--- config.mk ---
export PLATFORM = sky130hd
export DESIGN_NAME = csr_file
export DESIGN_NICKNAME = d
export VERILOG_FILES = /design/src/rtl/csr_file.sv
export SDC_FILE = /design/constraint.sdc
export NUM_CORES = 1
export LEC_CHECK = 0
export CELL_PAD_IN_SITES_DETAIL_PLACEMENT = 1
export CELL_PAD_IN_SITES_GLOBAL_PLACEMENT = 2
export CORE_MARGIN = 3
export CORE_UTILIZATION = 38
export DETAILED_ROUTE_END_ITERATION = 7
export PLACE_DENSITY_LB_ADDON = 0.1
export SETUP_SLACK_MARGIN = 0.5
export SLEW_MARGIN = 20
export SYNTH_ARGS = -nofsm -noshare
export SYNTH_HDL_FRONTEND = slang
export SYNTH_SLANG_ARGS = --single-unit
--- constraint.sdc ---
create_clock -name clk_i -period 7.1 [get_ports clk_i]
set_clock_uncertainty 0.1 [all_clocks]
set_input_delay 1.42 -clock clk_i [delete_from_list [all_inputs] [get_ports clk_i]]
set_output_delay 1.42 -clock clk_i [all_outputs]
set_load 0.01 [all_outputs]
--- src/rtl/csr_file.sv ---
// Machine-mode CSR file for a single-hart RV32 core: trap/mret bookkeeping,
// interrupt enable and pending logic, and the 64-bit cycle/instret counters.
module csr_file (
  input  logic        clk_i,
  input  logic        rst_n_i,
  input  logic [11:0] csr_addr_i,
  input  logic        csr_re_i,
  output logic [31:0] csr_rdata_o,
  input  logic        csr_we_i,
  input  logic [31:0] csr_wdata_i,
  output logic        csr_illegal_o,
  input  logic        ecall_i,
  input  logic        ebreak_i,
  input  logic        mret_i,
  input  logic        irq_take_i,
  input  logic [31:0] pc_i,
  input  logic        retire_i,
  input  logic        irq_timer_i,
  output logic        irq_pending_o,
  output logic [31:0] trap_vec_o,
  output logic [31:0] mepc_o
);

  localparam int DATA_W = 32;

  localparam logic [11:0] A_MSTATUS   = 12'h300;
  localparam logic [11:0] A_MISA      = 12'h301;
  localparam logic [11:0] A_MIE       = 12'h304;
  localparam logic [11:0] A_MTVEC     = 12'h305;
  localparam logic [11:0] A_MSCRATCH  = 12'h340;
  localparam logic [11:0] A_MEPC      = 12'h341;
  localparam logic [11:0] A_MCAUSE    = 12'h342;
  localparam logic [11:0] A_MIP       = 12'h344;
  localparam logic [11:0] A_MCYCLE    = 12'hB00;
  localparam logic [11:0] A_MCYCLEH   = 12'hB80;
  localparam logic [11:0] A_MINSTRET  = 12'hB02;
  localparam logic [11:0] A_MINSTRETH = 12'hB82;
  localparam logic [11:0] A_CYCLE     = 12'hC00;
  localparam logic [11:0] A_CYCLEH    = 12'hC80;
  localparam logic [11:0] A_INSTRET   = 12'hC02;
  localparam logic [11:0] A_INSTRETH  = 12'hC82;
  localparam logic [11:0] A_MHARTID   = 12'hF14;

  localparam logic [DATA_W-1:0] ALIGN_MASK = 32'hFFFF_FFFC;

  logic              mstatus_mie;
  logic              mstatus_mpie;
  logic              mie_mtie;
  logic [DATA_W-1:0] mtvec;
  logic [DATA_W-1:0] mscratch;
  logic [DATA_W-1:0] mepc;
  logic [DATA_W-1:0] mcause;
  logic [63:0]       mcycle;
  logic [63:0]       minstret;

  logic              implemented;
  logic [DATA_W-1:0] rdata_raw;
  logic              illegal;
  logic              wr_en;
  logic              trap;
  logic [DATA_W-1:0] trap_cause;

  // Address decode: read mux plus implemented-address flag.
  always_comb begin
    implemented = 1'b1;
    rdata_raw   = '0;
    case (csr_addr_i)
      A_MSTATUS:   rdata_raw = {19'b0, 2'b11, 3'b0, mstatus_mpie, 3'b0, mstatus_mie, 3'b0};
      A_MISA:      rdata_raw = 32'h4000_0100;
      A_MIE:       rdata_raw = {24'b0, mie_mtie, 7'b0};
      A_MTVEC:     rdata_raw = mtvec;
      A_MSCRATCH:  rdata_raw = mscratch;
      A_MEPC:      rdata_raw = mepc;
      A_MCAUSE:    rdata_raw = mcause;
      A_MIP:       rdata_raw = {24'b0, irq_timer_i, 7'b0};
      A_MCYCLE,
      A_CYCLE:     rdata_raw = mcycle[31:0];
      A_MCYCLEH,
      A_CYCLEH:    rdata_raw = mcycle[63:32];
      A_MINSTRET,
      A_INSTRET:   rdata_raw = minstret[31:0];
      A_MINSTRETH,
      A_INSTRETH:  rdata_raw = minstret[63:32];
      A_MHARTID:   rdata_raw = '0;
      default:     implemented = 1'b0;
    endcase
  end

  // Access legality, gated read data and trap source selection.
  always_comb begin
    // The top address bits 2'b11 mark the read-only CSR space.
    illegal    = (csr_re_i | csr_we_i) &
                 (~implemented | (csr_we_i & (csr_addr_i[11:10] == 2'b11)));
    wr_en      = csr_we_i & ~illegal;
    trap       = irq_take_i | ecall_i | ebreak_i;
    if (irq_take_i)   trap_cause = 32'h8000_0007;
    else if (ecall_i) trap_cause = 32'd11;
    else              trap_cause = 32'd3;
  end

  assign csr_illegal_o = illegal;
  assign csr_rdata_o   = illegal ? '0 : rdata_raw;
  assign irq_pending_o = mstatus_mie & mie_mtie & irq_timer_i;
  assign trap_vec_o    = mtvec & ALIGN_MASK;
  assign mepc_o        = mepc;

  // mstatus interrupt-enable stack: trap entry beats mret beats a CSR write.
  always_ff @(posedge clk_i or negedge rst_n_i) begin
    if (!rst_n_i) begin
      mstatus_mie  <= 1'b0;
      mstatus_mpie <= 1'b0;
    end else if (trap) begin
      mstatus_mpie <= mstatus_mie;
      mstatus_mie  <= 1'b0;
    end else if (mret_i) begin
      mstatus_mie  <= mstatus_mpie;
      mstatus_mpie <= 1'b1;
    end else if (wr_en && csr_addr_i == A_MSTATUS) begin
      mstatus_mie  <= csr_wdata_i[3];
      mstatus_mpie <= csr_wdata_i[7];
    end
  end

  // mepc/mcause: trap entry overrides a software write in the same cycle.
  always_ff @(posedge clk_i or negedge rst_n_i) begin
    if (!rst_n_i) begin
      mepc   <= '0;
      mcause <= '0;
    end else if (trap) begin
      mepc   <= pc_i & ALIGN_MASK;
      mcause <= trap_cause;
    end else if (wr_en) begin
      if (csr_addr_i == A_MEPC)   mepc   <= csr_wdata_i & ALIGN_MASK;
      if (csr_addr_i == A_MCAUSE) mcause <= csr_wdata_i;
    end
  end

  // Plain software-written registers, unaffected by traps.
  always_ff @(posedge clk_i or negedge rst_n_i) begin
    if (!rst_n_i) begin
      mie_mtie <= 1'b0;
      mtvec    <= '0;
      mscratch <= '0;
    end else if (wr_en) begin
      if (csr_addr_i == A_MIE)      mie_mtie <= csr_wdata_i[7];
      if (csr_addr_i == A_MTVEC)    mtvec    <= csr_wdata_i & ALIGN_MASK;
      if (csr_addr_i == A_MSCRATCH) mscratch <= csr_wdata_i;
    end
  end

  // Cycle counter: a half-write loads that half only and skips this increment.
  always_ff @(posedge clk_i or negedge rst_n_i) begin
    if (!rst_n_i)                                 mcycle        <= '0;
    else if (wr_en && csr_addr_i == A_MCYCLE)     mcycle[31:0]  <= csr_wdata_i;
    else if (wr_en && csr_addr_i == A_MCYCLEH)    mcycle[63:32] <= csr_wdata_i;
    else                                          mcycle        <= mcycle + 64'd1;
  end

  // Retired-instruction counter, same write semantics as the cycle counter.
  always_ff @(posedge clk_i or negedge rst_n_i) begin
    if (!rst_n_i)                                 minstret        <= '0;
    else if (wr_en && csr_addr_i == A_MINSTRET)   minstret[31:0]  <= csr_wdata_i;
    else if (wr_en && csr_addr_i == A_MINSTRETH)  minstret[63:32] <= csr_wdata_i;
    else if (retire_i)                            minstret        <= minstret + 64'd1;
  end

endmodule

# == After elaboration in Yosys (flattened, before gate mapping) ==
# Cells that the tools add are included.
# Widths: inputs -> output; s select.
# totals
regBits,257
latchBits,0
mem_bits_rw,0
romBits,0
input_bits,86
out_inout_bits,98
word_cells,92
memories,0
# op_classes
addsub,2
n_mul,0
div_mod_pow,0
order_cmp,0
eq_ne,20
shifts,0
mux,24
n_bitwise,12
reduce_logical,23
# op_table
cell,n
$mux 32,14
$pmux 32 s12,1
$add 64x1->64 const B,2
$eq 12x12->1 const B,9
$eq 12x10->1 const B,8
$mux 64,1
$reduce_or 17->1,1
$reduce_and 2->1,7
$reduce_bool 2->1,5
$reduce_or 2->1,4
$mux 1,7
$and 1x1->1,5
$logic_and 1x1->1,5
$mux 4,1
$ne 2x2->1 const B,2
$or 1x1->1,4
$not 1->1,3
$reduce_bool 3->1,1
$eq 2x2->1 const B,1

# == Logic depth before layout (Yosys ltp) ==
# Gate-level depths: netlist (run 1).
# logic_depth
depth_word,12
ltp_mapped,9

# == Worst setup path before layout (run 1) ==
# OpenSTA, ideal clock, no wires.
# synth_timing
path_kind,input to output
from,input port csr_addr_i[3]
to,output port csr_rdata_o[29]
arrival_ns,3.312
setup_slack_ns,2.268
path_stages,8
cell_sequence,buf_2 > or4b_1 > buf_2 > nor3_2 > buf_2 > clkbuf_1 > a222oi_1 > a31oi_1
# synth_between
elab_chain_len,7
word_cells_on_any_way,28
# synth_rtl
element,line_no,rtl
"start, declared",6,"input logic [11:0] csr_addr_i,"
$eq 12x10->1 / $eq 12x12->1 (equally long branches),67,case (csr_addr_i)
$reduce_or 17->1 (no source line),n/a,
$mux 1,67,
$not 1->1,93,(~implemented | (csr_we_i & (csr_addr_i[11:10] == 2'b11)));
$or 1x1->1,93,
$and 1x1->1,92,illegal = (csr_re_i | csr_we_i) &
$mux 32 *,102,assign csr_rdata_o = illegal ? '0 : rdata_raw;
"end, declared",8,"output logic [31:0] csr_rdata_o,"
# Every way passes the cells marked *; elsewhere a longest branch is shown, timed or not.

# == Final worst setup path (run 1) ==
# layout_timing
from,input port csr_addr_i[1]
to,output port csr_rdata_o[11]
# The elaborated chain is that of the path after synthesis.

==> impl_results.md, run 1 <==
* Status: complete, no violations
* P_leak at 7.366 nW
* Top_reg_cell synth: dfrtp_1
* WL per Instance at 27.57 um
* Setup violators final at 0
* CP Capture Type: primary output
* Synth-to-Final Area Change at 22.05%
* # IOs at 184
* EDFF count, synth at 0
* Site row count at 72
* Max-slew headroom at 0.2388
* Endpoints failing hold at 0
* Clock Pin Slew Worst Setup and Hold Paths at 60 ps
* Routed Antenna Nets at 0
* Worst hold path type: reg -> reg
* Nets at 1887
* Ratio of cells with drive above 1 in the final layout at 0.1137
* Initial antenna violation count at 0
* Vert. Die Dim at 205.4 um
* Worst path slowest cell: a222oi_1
* DR vias at 14790
* Worst slew pin tran at 1133 ps
* Max clock buf depth at 3
* Gr ovfl total at 0
* All-Layer GR Usage at 0.3005
* Post-synthesis cell count at 1682
* First-pass GRT wire length at 96.01 mm
* Crit-path cells: clkdlybuf4s50_1 -> buf_4 -> nor4b_2 -> buf_4 -> and3_1 -> buf_4 -> a222oi_1 -> o21ai_0 -> a221oi_1 -> a21oi_1 -> clkdlybuf4s50_1
* Dpl hpwl at 46.38 mm
* Critical path launch point type: input pin
* Synthesized flop and latch total at 255
* Critical path data arrival time at 4960 ps
* Number of global-route vias before repair at 14570
* Avg Inst Size Synth at 8.979 um^2
* Synth Warn # at 0
* Fillers at 4487
* Final wirelength at 64.45 mm
* Num CTS Buffers at 31
* Chip width at 205.4 um
* # DRC at 0
* Post-synth cell types at 74
* CTS tree: done
* Clock tree root buffer cell: clkbuf_16
* Max H-tree Level at 1
* Drt first pass iters at 6
* Slew Viols, Final at 0
* Hold_buf cts at 0
* Core Area at 38920 um^2
* Setup CP Type: in -> out
* # clock sinks at 255
* Placer Congestion at 0.9392
* Total negative setup slack at 0 ps
* Final period util at 0.9125
* Starting Density at 0.3881
* Register area share after synthesis at 0.4225
* Critical path's top delay family: buffers and inverters
* Port buffer count at 177
* Clock Latency Late Sink at 590 ps
* VDD IR-drop max at 183.9 uV
* Critical path peak fanout at 23
* Die area at 42170 um^2
* Post-cts sizing count at 0
* Pwr/cell area at 195.5 nW/um^2
* Cell mode on critical path: buf_4
* Fmax at 0.1543 GHz
* Max cap viols at 0
* CP max stage delay at 720 ps
* Ant. Diodes at 0
* Number of vias per cell at 6.325
* Overall power at 0.003603 W
* Largest net degree at the start of global routing at 136
* Worst path required time at 5580 ps
* Tmin final at 6479 ps
* Mapped Area at 15100 um^2
* Post-CTS Repair Setup Buffers at 0
* Detailed router's first-iteration violation count at 1376
* Worst path bufs/invs at 5
* RSZ-0062 raised after global routing: no
* Hold WS at 402.5 ps
* Async SR Flop Fraction at 1.000
cell usage in the layout, fill, tap and decap left out, types with 8 or more instances in the layout:
master	count
a22o_1	8
o22ai_1	22
clkbuf_16	31
mux2_2	69
a22oi_1	49
o2bb2ai_1	10
or2_2	9
and4_1	8
nand3_1	77
or4_1	12
a31oi_1	18
mux2i_1	50
a221oi_1	16
a221o_1	9
nand4_1	43
a222oi_1	33
nand2_1	234
clkdlybuf4s50_1	176
nor3_1	44
and3_1	21
xor2_1	24
inv_1	19
buf_4	45
a21oi_1	126
nor4_1	24
dfrtp_1	255
xnor2_1	29
nor2_1	86
o21ai_0	105
o211ai_1	14
cells by family (layout without fill, tap and decap cells):
kind of cell	after synthesis	count (layout)	share of synthesized area
AND/OR/NAND/NOR	625	625	0.2118
AO/OA/AOI/OAI	460	460	0.2000
flip-flops	255	255	0.4225
buffers and inverters	165	300	0.04689
multiplexers	121	121	0.08608
XOR/XNOR	53	53	0.03074
adder cells (fa/ha/maj)	2	2	0.001657
other	1	4	0.0002483
power by group:
part	switching, W	internal (W)	total [W]
clock network	0.000674	0.000962	0.00164
logic	0.000215	0.000138	0.000353
registers	0.0000983	0.00152	0.00161
synth_stat cells, drive strengths merged (11+ instances only):
library cell	n	area, um^2
o22ai	22	137.6
buf	56	299.0
xnor2	29	254.0
a31oi	18	112.6
and3	21	131.4
or2	11	68.81
a21oi	126	630.6
a22oi	49	367.9
nor2	87	329.1
o21ai	109	545.5
nand4	45	294.0
clkbuf	90	337.8
inv	19	71.32
nor4	35	310.3
a222oi	33	330.3
or4	13	101.4
xor2	24	210.2
o211ai	14	105.1
dfrtp	255	6381
nand2	235	882.1
nand3	78	390.4
mux2	71	799.5
a221oi	16	140.1
nor3	53	290.3
mux2i	50	500.5
flip-flops by register name, indices dropped and copies added, names as in the netlist:
name          flops
mscratch         32
mie_mtie          1
mcycle           64
mcause           32
minstret         64
mstatus_mie       1
mstatus_mpie      1
mepc_o           30
mtvec            30
routing by layer:
layer	part of all wire	GRT usage	up-vias
met1	0.46	0.4456	7614
met3	0.073	0.05268	84
met2	0.44	0.4573	552
li1	-	-	6539
met5	0	0	-
met4	0.024	0.07054	0
path summary, 6_finish.rpt:
| check | startpoint | slack [ps] | depth (start not counted) | to |
|---|---|---|---|---|
| worst min register to register | mscratch[7] | 400 | 1 | mscratch[7] |
| max in group asynchronous | rst_n_i | 4710 | 2 | mscratch[18] |
| worst max-delay path | csr_addr_i[1] | 620 | 11 | csr_rdata_o[11] |
| worst min-delay path | mscratch[7] | 400 | 1 | mscratch[7] |
| worst max register to register | minstret[38] | 3670 | 6 | minstret[63] |
| min in group asynchronous | rst_n_i | 830 | 1 | mtvec[5] |
metrics by stage:
step / utilization / area (um^2) / cells / worst slack [ps]
after floorplan: - / 15110 / 1685 / 2268
after global placement: 0.4467 / 17380 / 2283 / 717.3
after detailed placement: 0.4467 / 17380 / 2283 / 675.6
after CTS: 0.4730 / 18410 / 2337 / 646.9
after global routing: 0.4736 / 18430 / 2338 / 519.9
final: 0.4736 / 18430 / 2338 / 621.1
final cells by class:
cell class                      instances  area (um^2)  area share
Clock inverter                         11        153.9    0.008349
Tap cell                              518        648.1     0.03516
Sequential cell                       255         6381      0.3462
Inverter                               19        71.32    0.003869
Timing Repair Buffer                  227         2206      0.1197
Multi-Input combinational cell       1265         8102      0.4395
Clock buffer                           43        870.8     0.04724
Power figures use the tool's default switching activity.
==> inputs of run 2 (changes only) <==
CTS_CLUSTER_DIAMETER = 120   (was default)
==> results of run 2 <==
Same layout as run 1: the final DEF is identical, and so are final timing and power.
==> inputs of run 3 (changes only) <==
PLACE_DENSITY = 0.95   (was default)
PLACE_DENSITY_LB_ADDON = default   (was 0.1)
==> impl_results.md, run 3 (same netlist as run 1, synthesis figures left out) <==
* Total negative setup slack at 0 ps (unchanged)
* Pwr/cell area at 198.8 nW/um^2 (+1.7%)
* Status: complete, but fails checks
* Die area at 42170 um^2 (unchanged)
* WHS Path Cells at 2 (+1)
* Hold_buf cts at 0 (unchanged)
* Critical path launch point type: input pin
* Endpoints failing hold at 0 (unchanged)
* Setup violators final at 0 (unchanged)
* Setup ws final at 611.4 ps (-9.625 ps)
* Post-cts sizing count at 0 (unchanged)
* Final wirelength at 63.50 mm (-1.5%)
* Most common cell after layout, fill and taps aside: dfrtp_1
* CP Capture Type: primary output
* Final period util at 0.9139 (+0.001356)
* Post-CTS Repair Setup Buffers at 0 (unchanged)
* Setup CP Type: in -> out
* Clock tree root buffer cell: clkbuf_16
* RSZ-0062 raised after global routing: no
* Ratio of cells with drive above 1 in the final layout at 0.1092 (-0.004525)
* Most frequent cells in the layout: dfrtp_1, nand2_1, clkdlybuf4s50_1
* Largest net degree at the start of global routing at 146 (+7.4%)
* Fmax at 0.1541 GHz (-0.15%)
* Tmin final at 6489 ps (+9.625 ps)
* P_leak at 7.332 nW (-0.47%)
* Num CTS Buffers at 31 (unchanged)
* Clock Pin Slew Worst Setup and Hold Paths at 60 ps (about the same)
* First-pass GRT wire length at 95.80 mm (-0.22%)
* Violated checks: design-rule violations
* Critical path data arrival time at 4970 ps (about the same)
* # clock sinks at 255 (unchanged)
* # DRC at 8 (+8)
* Max-slew headroom at 0.2621 (+0.02336)
* All-Layer GR Usage at 0.2954 (-0.005118)
* Hold path startpoint: mcause[1]
* R2R Path Start: mcycle[19]
* R2R depth at 6 (unchanged)
* Worst slew pin tran at 1098 ps (-34.77 ps)
* Max cap viols at 0 (unchanged)
* Port buffer count at 177 (unchanged)
* Reg2reg setup slack at 3670 ps (about the same)
* CTS tree: done
* Max H-tree Level at 1 (unchanged)
* RR Endpoint: mcycle[60]
* Dpl hpwl at 44.88 mm (-3.2%)
* Top Registers: mcycle: 64 flops, minstret: 64 flops
* Ant. Diodes at 0 (unchanged)
* Drt first pass iters at 8 (+2)
* WL per Instance at 27.24 um (-1.2%)
* Hold endpoint: mcause[1]
* Core Area at 38920 um^2 (unchanged)
* # IOs at 184 (unchanged)
* Worst slack at placement at 539.1 ps (-136.5 ps)
* VDD IR-drop max at 190.3 uV (+3.5%)
* Gr ovfl total at 0 (unchanged)
* Clock Latency Late Sink at 590 ps (about the same)
* Critical path peak fanout at 30 (+30%)
* Placer Congestion at 0.9299 (-0.99%)
* Synth-to-Final Area Change at 21.75%
* Number of vias per cell at 6.447 (+1.9%)
* DR vias at 15030 (+1.6%)
* Detailed router's first-iteration violation count at 1670 (+21%)
* Nets at 1877 (-0.53%)
* Number of global-route vias before repair at 15100 (+3.6%)
* Worst hold path type: reg -> reg
* Starting Density at 0.3881 (unchanged)
* Max clock buf depth at 3 (unchanged)
* Routed Antenna Nets at 0 (unchanged)
* Slew Viols, Final at 0 (unchanged)
* Vert. Die Dim at 205.4 um (unchanged)
* Site row count at 72 (unchanged)
* Chip width at 205.4 um (unchanged)
* Initial antenna violation count at 1 (+1)
* Final Util at 0.4724 (-0.001190)
* Worst path required time at 5580 ps (about the same)
## run 3: changes by cell type in the layout (fill, tap and decap cells not counted), moves of 2 or more
cell	previous run	this run
buf_4	45	36
clkbuf_1	7	9
clkbuf_8	5	8
clkinvlp_4	2	0
nor3_2	7	9
nor4_1	24	26
nor4_2	6	4
## run 3: where the power goes
part	switching [W]	internal, W
sequential	0.0000977	0.00152
combinational	0.000211	0.000138
clock	0.000665	0.00103
total	0.000973	0.00268
## run 3: how the worst max path moves through the flow
stage,to,cells after the start,start
global placement,csr_rdata_o[27],8,csr_addr_i[2]
CTS,csr_rdata_o[27],8,csr_addr_i[2]
global route,csr_rdata_o[30],9,csr_addr_i[11]
detailed placement,csr_rdata_o[27],8,csr_addr_i[2]
finish,csr_rdata_o[14],8,csr_addr_i[11]
floorplan,csr_rdata_o[29],8,csr_addr_i[3]
## run 3: cell type report
cell class,instances,area (um^2)
multi-input combinational,1265,8090
clock inverter,9,148.9
clock buffer,48,919.6
sequential,255,6381
timing repair buffer,217,2127
tap,518,648.1
inverter,19,71.32
fill,4452,20530
## run 3: stage by stage
stage	total power [W]	cells	hold WS, ps	cell area [um^2]
6_report	0.003655	2331	401.5	18390
5_1_grt	0.003770	2331	415.4	18390
3_3_place_gp	0.001963	2274	374.2	17310
3_5_place_dp	0.001977	2274	391.6	17310
4_1_cts	0.003661	2331	405.5	18370
2_1_floorplan	0.001762	1685	362.7	15110
## run 3: critical path, cell delays in order
cell and delay, ps:
clkdlybuf4s50_1 550, or4bb_1 740, nor4_2 360, and3_1 210
buf_4 360, a22oi_1 160, a31oi_1 480, clkdlybuf4s50_1 650
## run 3: per-layer routing
metal / part of all wire / GRT usage / vias up / wire [um]
met4: 0.031 / 0.09422 / 0 / 1992
li1: - / - / 6508 / -
met2: 0.45 / 0.4531 / 745 / 28290
met3: 0.098 / 0.06186 / 131 / 6236
met5: 0 / 0 / - / 0
met1: 0.42 / 0.4185 / 7645 / 26980
